--- src/rtl/counter_pkg.sv ---
// Shared constants and helpers for the parametrised up/down counter.
// Import with: import counter_pkg::*;
package counter_pkg;

    localparam int CNT_MODE_WRAP = 0;
    localparam int CNT_MODE_SAT  = 1;

    // Smallest width (at least 1) that can hold 0..modulus-1.
    function automatic int cnt_width(input int modulus);
        int w;
        w = 1;
        for (int i = 1; i < 31; i++) begin
            if ((1 << i) < modulus) w = i + 1;
        end
        return w;
    endfunction

endpackage

--- src/rtl/counter_next_calc.sv ---
// Combinational step, range-end detection and load clamp.
// Arithmetic is carried in WIDTH+1 bits so MODULUS < 2**WIDTH never aliases.
module counter_next_calc
    import counter_pkg::*;
#(
    parameter int WIDTH    = 8,
    parameter int MODULUS  = 2 ** WIDTH,
    parameter int SATURATE = CNT_MODE_WRAP
) (
    input  logic [WIDTH-1:0] q,
    input  logic             up_dn,
    input  logic [WIDTH-1:0] load_val,
    output logic [WIDTH-1:0] step_val,
    output logic             end_hit,
    output logic [WIDTH-1:0] load_clamped
);

    localparam logic [WIDTH:0]   MOD_W = (WIDTH + 1)'(MODULUS);
    localparam logic [WIDTH:0]   ONE_W = (WIDTH + 1)'(1);
    localparam logic [WIDTH-1:0] MAX_V = WIDTH'(MODULUS - 1);
    localparam logic             SAT   = (SATURATE == CNT_MODE_SAT);

    logic [WIDTH:0] inc;
    logic [WIDTH:0] dec;
    logic           hit_up;
    logic           hit_dn;

    always_comb begin
        inc    = {1'b0, q} + ONE_W;
        dec    = {1'b0, q} - ONE_W;
        hit_up = (inc == MOD_W);
        // Borrow out of the extended subtract means q was zero.
        hit_dn = dec[WIDTH];

        if (up_dn) begin
            end_hit  = hit_up;
            step_val = hit_up ? (SAT ? q : '0) : inc[WIDTH-1:0];
        end else begin
            end_hit  = hit_dn;
            step_val = hit_dn ? (SAT ? q : MAX_V) : dec[WIDTH-1:0];
        end

        load_clamped = ({1'b0, load_val} >= MOD_W) ? MAX_V : load_val;
    end

endmodule

--- src/rtl/updown_counter_param.sv ---
// Parametrised up/down counter: wrap or saturate, load, clear,
// terminal count, end-event pulse and sticky overflow.
module updown_counter_param
    import counter_pkg::*;
#(
    parameter int WIDTH     = 8,
    parameter int MODULUS   = 2 ** WIDTH,
    parameter int SATURATE  = CNT_MODE_WRAP,
    parameter int RESET_VAL = 0
) (
    input  logic             clk,
    input  logic             reset_n,
    input  logic             en,
    input  logic             up_dn,
    input  logic             clr,
    input  logic             load,
    input  logic [WIDTH-1:0] load_val,
    output logic [WIDTH-1:0] q_out,
    output logic             tc,
    output logic             evt,
    output logic             ovf
);

    localparam logic [WIDTH-1:0] RST_Q = WIDTH'(RESET_VAL);
    localparam logic [WIDTH-1:0] MAX_Q = WIDTH'(MODULUS - 1);

    if (WIDTH < 1 || MODULUS < 2 || MODULUS > 2 ** WIDTH ||
        RESET_VAL < 0 || RESET_VAL >= MODULUS) begin : g_bad_params
        $fatal(1, "updown_counter_param: illegal WIDTH/MODULUS/RESET_VAL");
    end

    logic [WIDTH-1:0] step_val;
    logic [WIDTH-1:0] load_clamped;
    logic             end_hit;

    counter_next_calc #(
        .WIDTH    (WIDTH),
        .MODULUS  (MODULUS),
        .SATURATE (SATURATE)
    ) u_next (
        .q            (q_out),
        .up_dn        (up_dn),
        .load_val     (load_val),
        .step_val     (step_val),
        .end_hit      (end_hit),
        .load_clamped (load_clamped)
    );

    always_ff @(posedge clk or negedge reset_n) begin
        if (!reset_n) begin
            q_out <= RST_Q;
            evt   <= 1'b0;
            ovf   <= 1'b0;
        end else if (clr) begin
            q_out <= RST_Q;
            evt   <= 1'b0;
            ovf   <= 1'b0;
        end else if (load) begin
            q_out <= load_clamped;
            evt   <= 1'b0;
        end else if (en) begin
            q_out <= step_val;
            evt   <= end_hit;
            if (end_hit) ovf <= 1'b1;
        end else begin
            evt   <= 1'b0;
        end
    end

    assign tc = up_dn ? (q_out == MAX_Q) : (q_out == '0);

endmodule

--- config.mk ---
export PLATFORM = sky130hd
export DESIGN_NAME = updown_counter_param
export DESIGN_NICKNAME = d
export VERILOG_FILES = /design/src/rtl/counter_pkg.sv /design/src/rtl/counter_next_calc.sv /design/src/rtl/updown_counter_param.sv
export SDC_FILE = /design/constraint.sdc
export NUM_CORES = 1
export LEC_CHECK = 0
export BUFFER_PORTS_ARGS = -buffer_cell sky130_fd_sc_hd__buf_4
export CAP_MARGIN = 15
export CORE_UTILIZATION = 51
export CTS_CLUSTER_SIZE = 24
export DETAILED_ROUTE_END_ITERATION = 10
export GPL_TIMING_DRIVEN = 0
export PLACE_DENSITY = 0.78
export SLEW_MARGIN = 20
export SYNTH_ARGS = -nofsm -noshare
export SYNTH_HDL_FRONTEND = slang
export SYNTH_HIERARCHICAL = 1
export SYNTH_SLANG_ARGS = --single-unit
--- constraint.sdc ---
create_clock -name clk -period 2.4 [get_ports clk]
set_input_delay 0.12 -clock clk [delete_from_list [all_inputs] [get_ports clk]]
set_output_delay 0.12 -clock clk [all_outputs]
set_load 0.02 [all_outputs]
* Word-level counts from Yosys, hierarchy flattened
Index checks and enable logic that the tools add are counted.
** Word-level totals
- Register bits after elaboration :: 10
- Bits of input ports :: 14
- Output and inout bits :: 11
- Word-level logic and storage cells :: 28
** Operators by class
- Add/subtract/negate cells :: 2
- Eq/ne operators :: 3
- Muxes and demuxes :: 15
- Reductions and logical operators :: 5
** Operator list (number)
- 8-bit two-way mux :: 6
- 8-bit by 1-bit adder with 9-bit output, second input constant :: 1
- 9-bit == test, second input constant :: 1
- 1-bit two-way mux :: 9
- 8-bit by 1-bit subtractor with 9-bit output, second input constant :: 1
- 8-bit == test, second input constant :: 1
- 8-bit zero test :: 1
- 2-bit nonzero test :: 2
- 3-bit AND reduction :: 1
- 3-bit nonzero test :: 1
- 2-bit != test, second input constant :: 1

* Logic depth before layout (Yosys ltp)
- Word-level depth :: 7
- Gate-level depth with buffers :: 8

* Hierarchy
Netlist, hierarchy kept.
** Modules (own cells, without submodules)
- updown_counter_param :: instances 1, cells each 49, area each 566.8 um2, seq. area each 250.2 um2
- counter_next_calc :: instances 1, cells each 49, area each 367.9 um2, seq. area each 0.0 um2

* Worst setup path after synthesis
Ideal clock, no wire load.
- Path kind :: register -> register
- From :: register q_out[0]
- To :: register q_out[6]
- Setup time :: 0.121 ns
- Arrival time :: 1.704 ns
- Required time :: 2.279 ns
- Setup slack :: 0.575 ns
- Stages on the path, launching flop included :: 9
- Period minus slack after synthesis :: 1.825 ns
- Path through :: dfrtp_1 inv_1 ha_1 nor2b_1 a32oi_1 xnor2_1 mux2_4 mux2i_1 nor2_1
** Between the ends
- Cells in the longest elaborated chain, start to end :: 7
** Ends and longest elaborated chain
- start, declared :: line updown_counter_param.sv:18 : output logic [WIDTH-1:0] q_out,
- start signal, assigned :: line updown_counter_param.sv:59 : q_out <= load_clamped;
- start signal, assigned :: line updown_counter_param.sv:62 : q_out <= step_val;
- 8-bit by 1-bit adder with 9-bit output :: line counter_next_calc.sv:29 : inc = {1'b0, q} + ONE_W;
- 9-bit == test :: line counter_next_calc.sv:31 : hit_up = (inc == MOD_W);
- 8-bit two-way mux :: line counter_next_calc.sv:37 : step_val = hit_up ? (SAT ? q : '0) : inc[WIDTH-1:0];
- 8-bit two-way mux * :: line counter_next_calc.sv:35 : if (up_dn) begin
- net step_val[6] :: line updown_counter_param.sv:32 : logic [WIDTH-1:0] step_val;
- 8-bit two-way mux * :: line updown_counter_param.sv:61 : end else if (en) begin
- 8-bit two-way mux * :: line updown_counter_param.sv:58 : end else if (load) begin
- 8-bit two-way mux * :: line updown_counter_param.sv:54 : end else if (clr) begin
Mark *: on every way through the listed nets, which the timed path passes. The rest lies on a longest branch. The select of a mux whose other input is x is not followed.
A chain may end at the register's enable or synchronous reset.

* Final worst setup path
- From :: register q_out[0]
- To :: register ovf
** Between the ends
- Cells in the longest elaborated chain, start to end :: 5
** Ends and longest elaborated chain
- 8-bit by 1-bit adder with 9-bit output :: line counter_next_calc.sv:29
- 9-bit == test :: line counter_next_calc.sv:31
- 1-bit two-way mux * :: line counter_next_calc.sv:35
- net end_hit :: line updown_counter_param.sv:34 : logic end_hit;
- 2-bit nonzero test (no source line) *
- 3-bit AND reduction (no source line) *
- end signal, assigned :: line updown_counter_param.sv:53 : ovf <= 1'b0;
- end signal, assigned :: line updown_counter_param.sv:57 : ovf <= 1'b0;
- end signal, assigned :: line updown_counter_param.sv:64 : if (end_hit) ovf <= 1'b1;
- end, declared :: line updown_counter_param.sv:21 : output logic ovf
Mark *: on every way through the listed nets, which the timed path passes. The rest lies on a longest branch.

==> impl_metrics.json <==
{
  "status": "complete, no violations",
  "async_flop_share": 1.00,
  "power_density_nw_per_um2": 505,
  "pwr-share-seq": 0.380,
  "final_layout_size_suffix_gt1_frac": 0.353,
  "finalHoldViolCount": 0,
  "coreArea_um2": 1730,
  "wl_per_cell_um": 13.4,
  "grt_pass1_wl_um": 3110,
  "p_int_uw": 381,
  "max_freq_ghz": 0.500,
  "tritoncts": "yes",
  "die_h_um": 44.8,
  "cp.arrival_ns": 2.21,
  "portBuffers": 13,
  "final_max_slew_viol_count": 0,
  "tns_ns": 0,
  "p_leak_uw": 0.000551,
  "swShare": 0.320,
  "worst_pin_slew_ns": 0.491,
  "power_uw": 561,
  "ys_ff_latch": 10,
  "antenna_found_initial": 0,
  "post_cts_buffers": 0,
  "start_util": 0.541,
  "p_switching_uw": 180,
  "root_buffer": "clkbuf_4",
  "crit_required_ns": 2.61,
  "peakVddDrop_mv": 0.398,
  "std_cell_rows": 15,
  "dp.final_hpwl_um": 1380,
  "finalWirelength_um": 1890,
  "slew_headroom": 0.670,
  "seq_area_frac_synth": 0.268,
  "maxCapViolations": 0,
  "htreeDepth": 1,
  "syn_avg_cell_area_um2": 9.54,
  "die_w_um": 44.8,
  "setup_viol": 0,
  "finalNetCount": 134,
  "synth_top_area_frac": 0.268,
  "final.min_clock_period_ns": 2.00,
  "n_fill_cell": 157,
  "ant_nets": 0,
  "dieArea_um2": 2010,
  "startpoint_type": "flop",
  "vias": 793,
  "synthesis.area_um2": 935,
  "clkSlewWorstSetupHoldPaths_ns": 0.07,
  "final_cell_mix": "22 x buf_4, 11 x nor2_1, 10 x mux2i_1, 10 x dfrtp_1, 8 x mux2_4",
  "final.setup_skew_ns": 0.00147,
  "netlist_top_cells_area": "dfrtp_1 27%, mux2_4 13%, mux2i_1 11%",
  "yosys.cell_types.count": 34,
  "fin_area_um2": 1110,
  "grt_pass1_vias": 715,
  "area_growth_syn_to_layout_pct": 18.7,
  "crit_type": "reg -> reg",
  "drtIter0Drc": 13,
  "cp-end-kind": "flop",
  "synthesis.nets": 115,
  "insertion_delay_ns": 0.26,
  "place_area_um2": 1060,
  "power.share.combinational": 0.351,
  "final_common_cell": "buf_4",
  "firstDrtPassIters": 4,
  "grt_usage": 0.211,
  "synth_top_cell_by_area": "dfrtp_1",
  "antenna_cells": 0,
  "drc": 0,
  "rsz0062_at_grt": "no",
  "hold_class": "in -> reg",
  "cts_sinks": 10,
  "ys.flop_type": "dfrtp_1",
  "clkPwrFrac": 0.268,
  "cts_buffers": 3,
  "io_pins": 25,
  "routed_via_density": 5.62,
  "cts_buffer_depth": 2,
  "yosys_warnings": 6,
  "place_congestion": 0.767,
  "synth_cells": 98,
  "period_share": 0.834,
  "grt_start_max_net_pins": 13,
  "critical_path_peak_fanout": 12,
  "overflow": 0,
  "synth-edff-count": 0
}
==> critical path, cell delays in order (launching register included) <==
cell and delay [ns]:
dfrtp_1 0.52, inv_1 0.11, ha_1 0.24, nor4b_1 0.38, nand2_1 0.21, o21ai_0 0.13
nand2_1 0.07, nor3_1 0.19, a21o_1 0.11
==> state kept, by name, indices dropped and copies added (netlist names) <==
name,count
q_out,8
evt,1
ovf,1
==> Yosys cell counts, types with 2 or more instances <==
| cell | number |
|---|---|
| a32oi_1 | 3 |
| nand4_1 | 2 |
| buf_4 | 9 |
| xnor2_1 | 3 |
| mux2i_1 | 10 |
| nand2_1 | 5 |
| nand3_1 | 4 |
| nor2_1 | 11 |
| inv_1 | 3 |
| buf_2 | 2 |
| nor3_1 | 3 |
| mux2_4 | 8 |
| dfrtp_1 | 10 |
| ha_1 | 3 |
| and4_1 | 3 |
==> timing repair <==
| item | CTS | global route |
|---|---|---|
| endpoints found under the hold margin | 10 | 0 |
| resized for setup | 0 | 0 |
| hold buffers | 1 | 0 |
| setup endpoints to repair | 0 | 0 |
==> power by group through the flow <==
stage               clock (uW)  sequential [uW]  combinational (uW)
detailed placement           0              216                 197
CTS                        157              213                 198
global placement             0              216                 191
global route               167              217                 215
finish                     151              213                 197
floorplan                    0              223                 136
==> stage by stage <==
step / worst slack (ns) / hold WS, ns / instances / util
4_1_cts: 0.409 / 0.0934 / 141 / 0.643
2_1_floorplan: 0.575 / -0.176 / 98 / -
3_5_place_dp: 0.425 / -0.0426 / 136 / 0.616
6_report: 0.398 / 0.0975 / 141 / 0.643
3_3_place_gp: 0.508 / -0.0481 / 136 / 0.616
5_1_grt: 0.217 / 0.0914 / 141 / 0.643
==> worst paths after layout <==
path	endpoint	depth (start not counted)	slack (ns)	from
worst max register to register	ovf$_DFFE_PN0P_	8	0.40	q_out[0]$_DFFE_PN0P_
worst min register to register	ovf$_DFFE_PN0P_	1	0.48	ovf$_DFFE_PN0P_
worst min-delay path	q_out[0]$_DFFE_PN0P_	3	0.1	load_val[0]
min in group asynchronous	q_out[6]$_DFFE_PN0P_	2	0.22	reset_n
worst max-delay path	ovf$_DFFE_PN0P_	8	0.40	q_out[0]$_DFFE_PN0P_
max in group asynchronous	q_out[0]$_DFFE_PN0P_	2	2.04	reset_n
==> routing by layer <==
metal / track usage / vias up / wire length [um]
met5: 0 / - / 0
met2: 0.388 / 27 / 975
li1: - / 392 / -
met4: 0.0182 / 0 / 0
met1: 0.252 / 374 / 815
met3: 0.0600 / 0 / 95
==> logic make-up after synthesis <==
| logic type | synth area share |
|---|---|
| and+or+nand+nor | 0.216 |
| muxes | 0.236 |
| buffers and inverters | 0.107 |
| AOI/OAI and AO/OA | 0.0964 |
| DFF | 0.268 |
| xor gates and xnor gates | 0.0375 |
| adders and majority gates | 0.0402 |
==> layout make-up <==
cell class                      count  area (um2)  area share
Timing Repair Buffer               14         108      0.0970
Multi-Input combinational cell     73         584       0.526
Tap cell                           25        31.3      0.0282
Sequential cell                    10         250       0.225
Inverter                            3        11.3      0.0101
Buffer                             12        88.8      0.0800
Clock buffer                        4        36.3      0.0327
(Power assumes the default switching activity.)
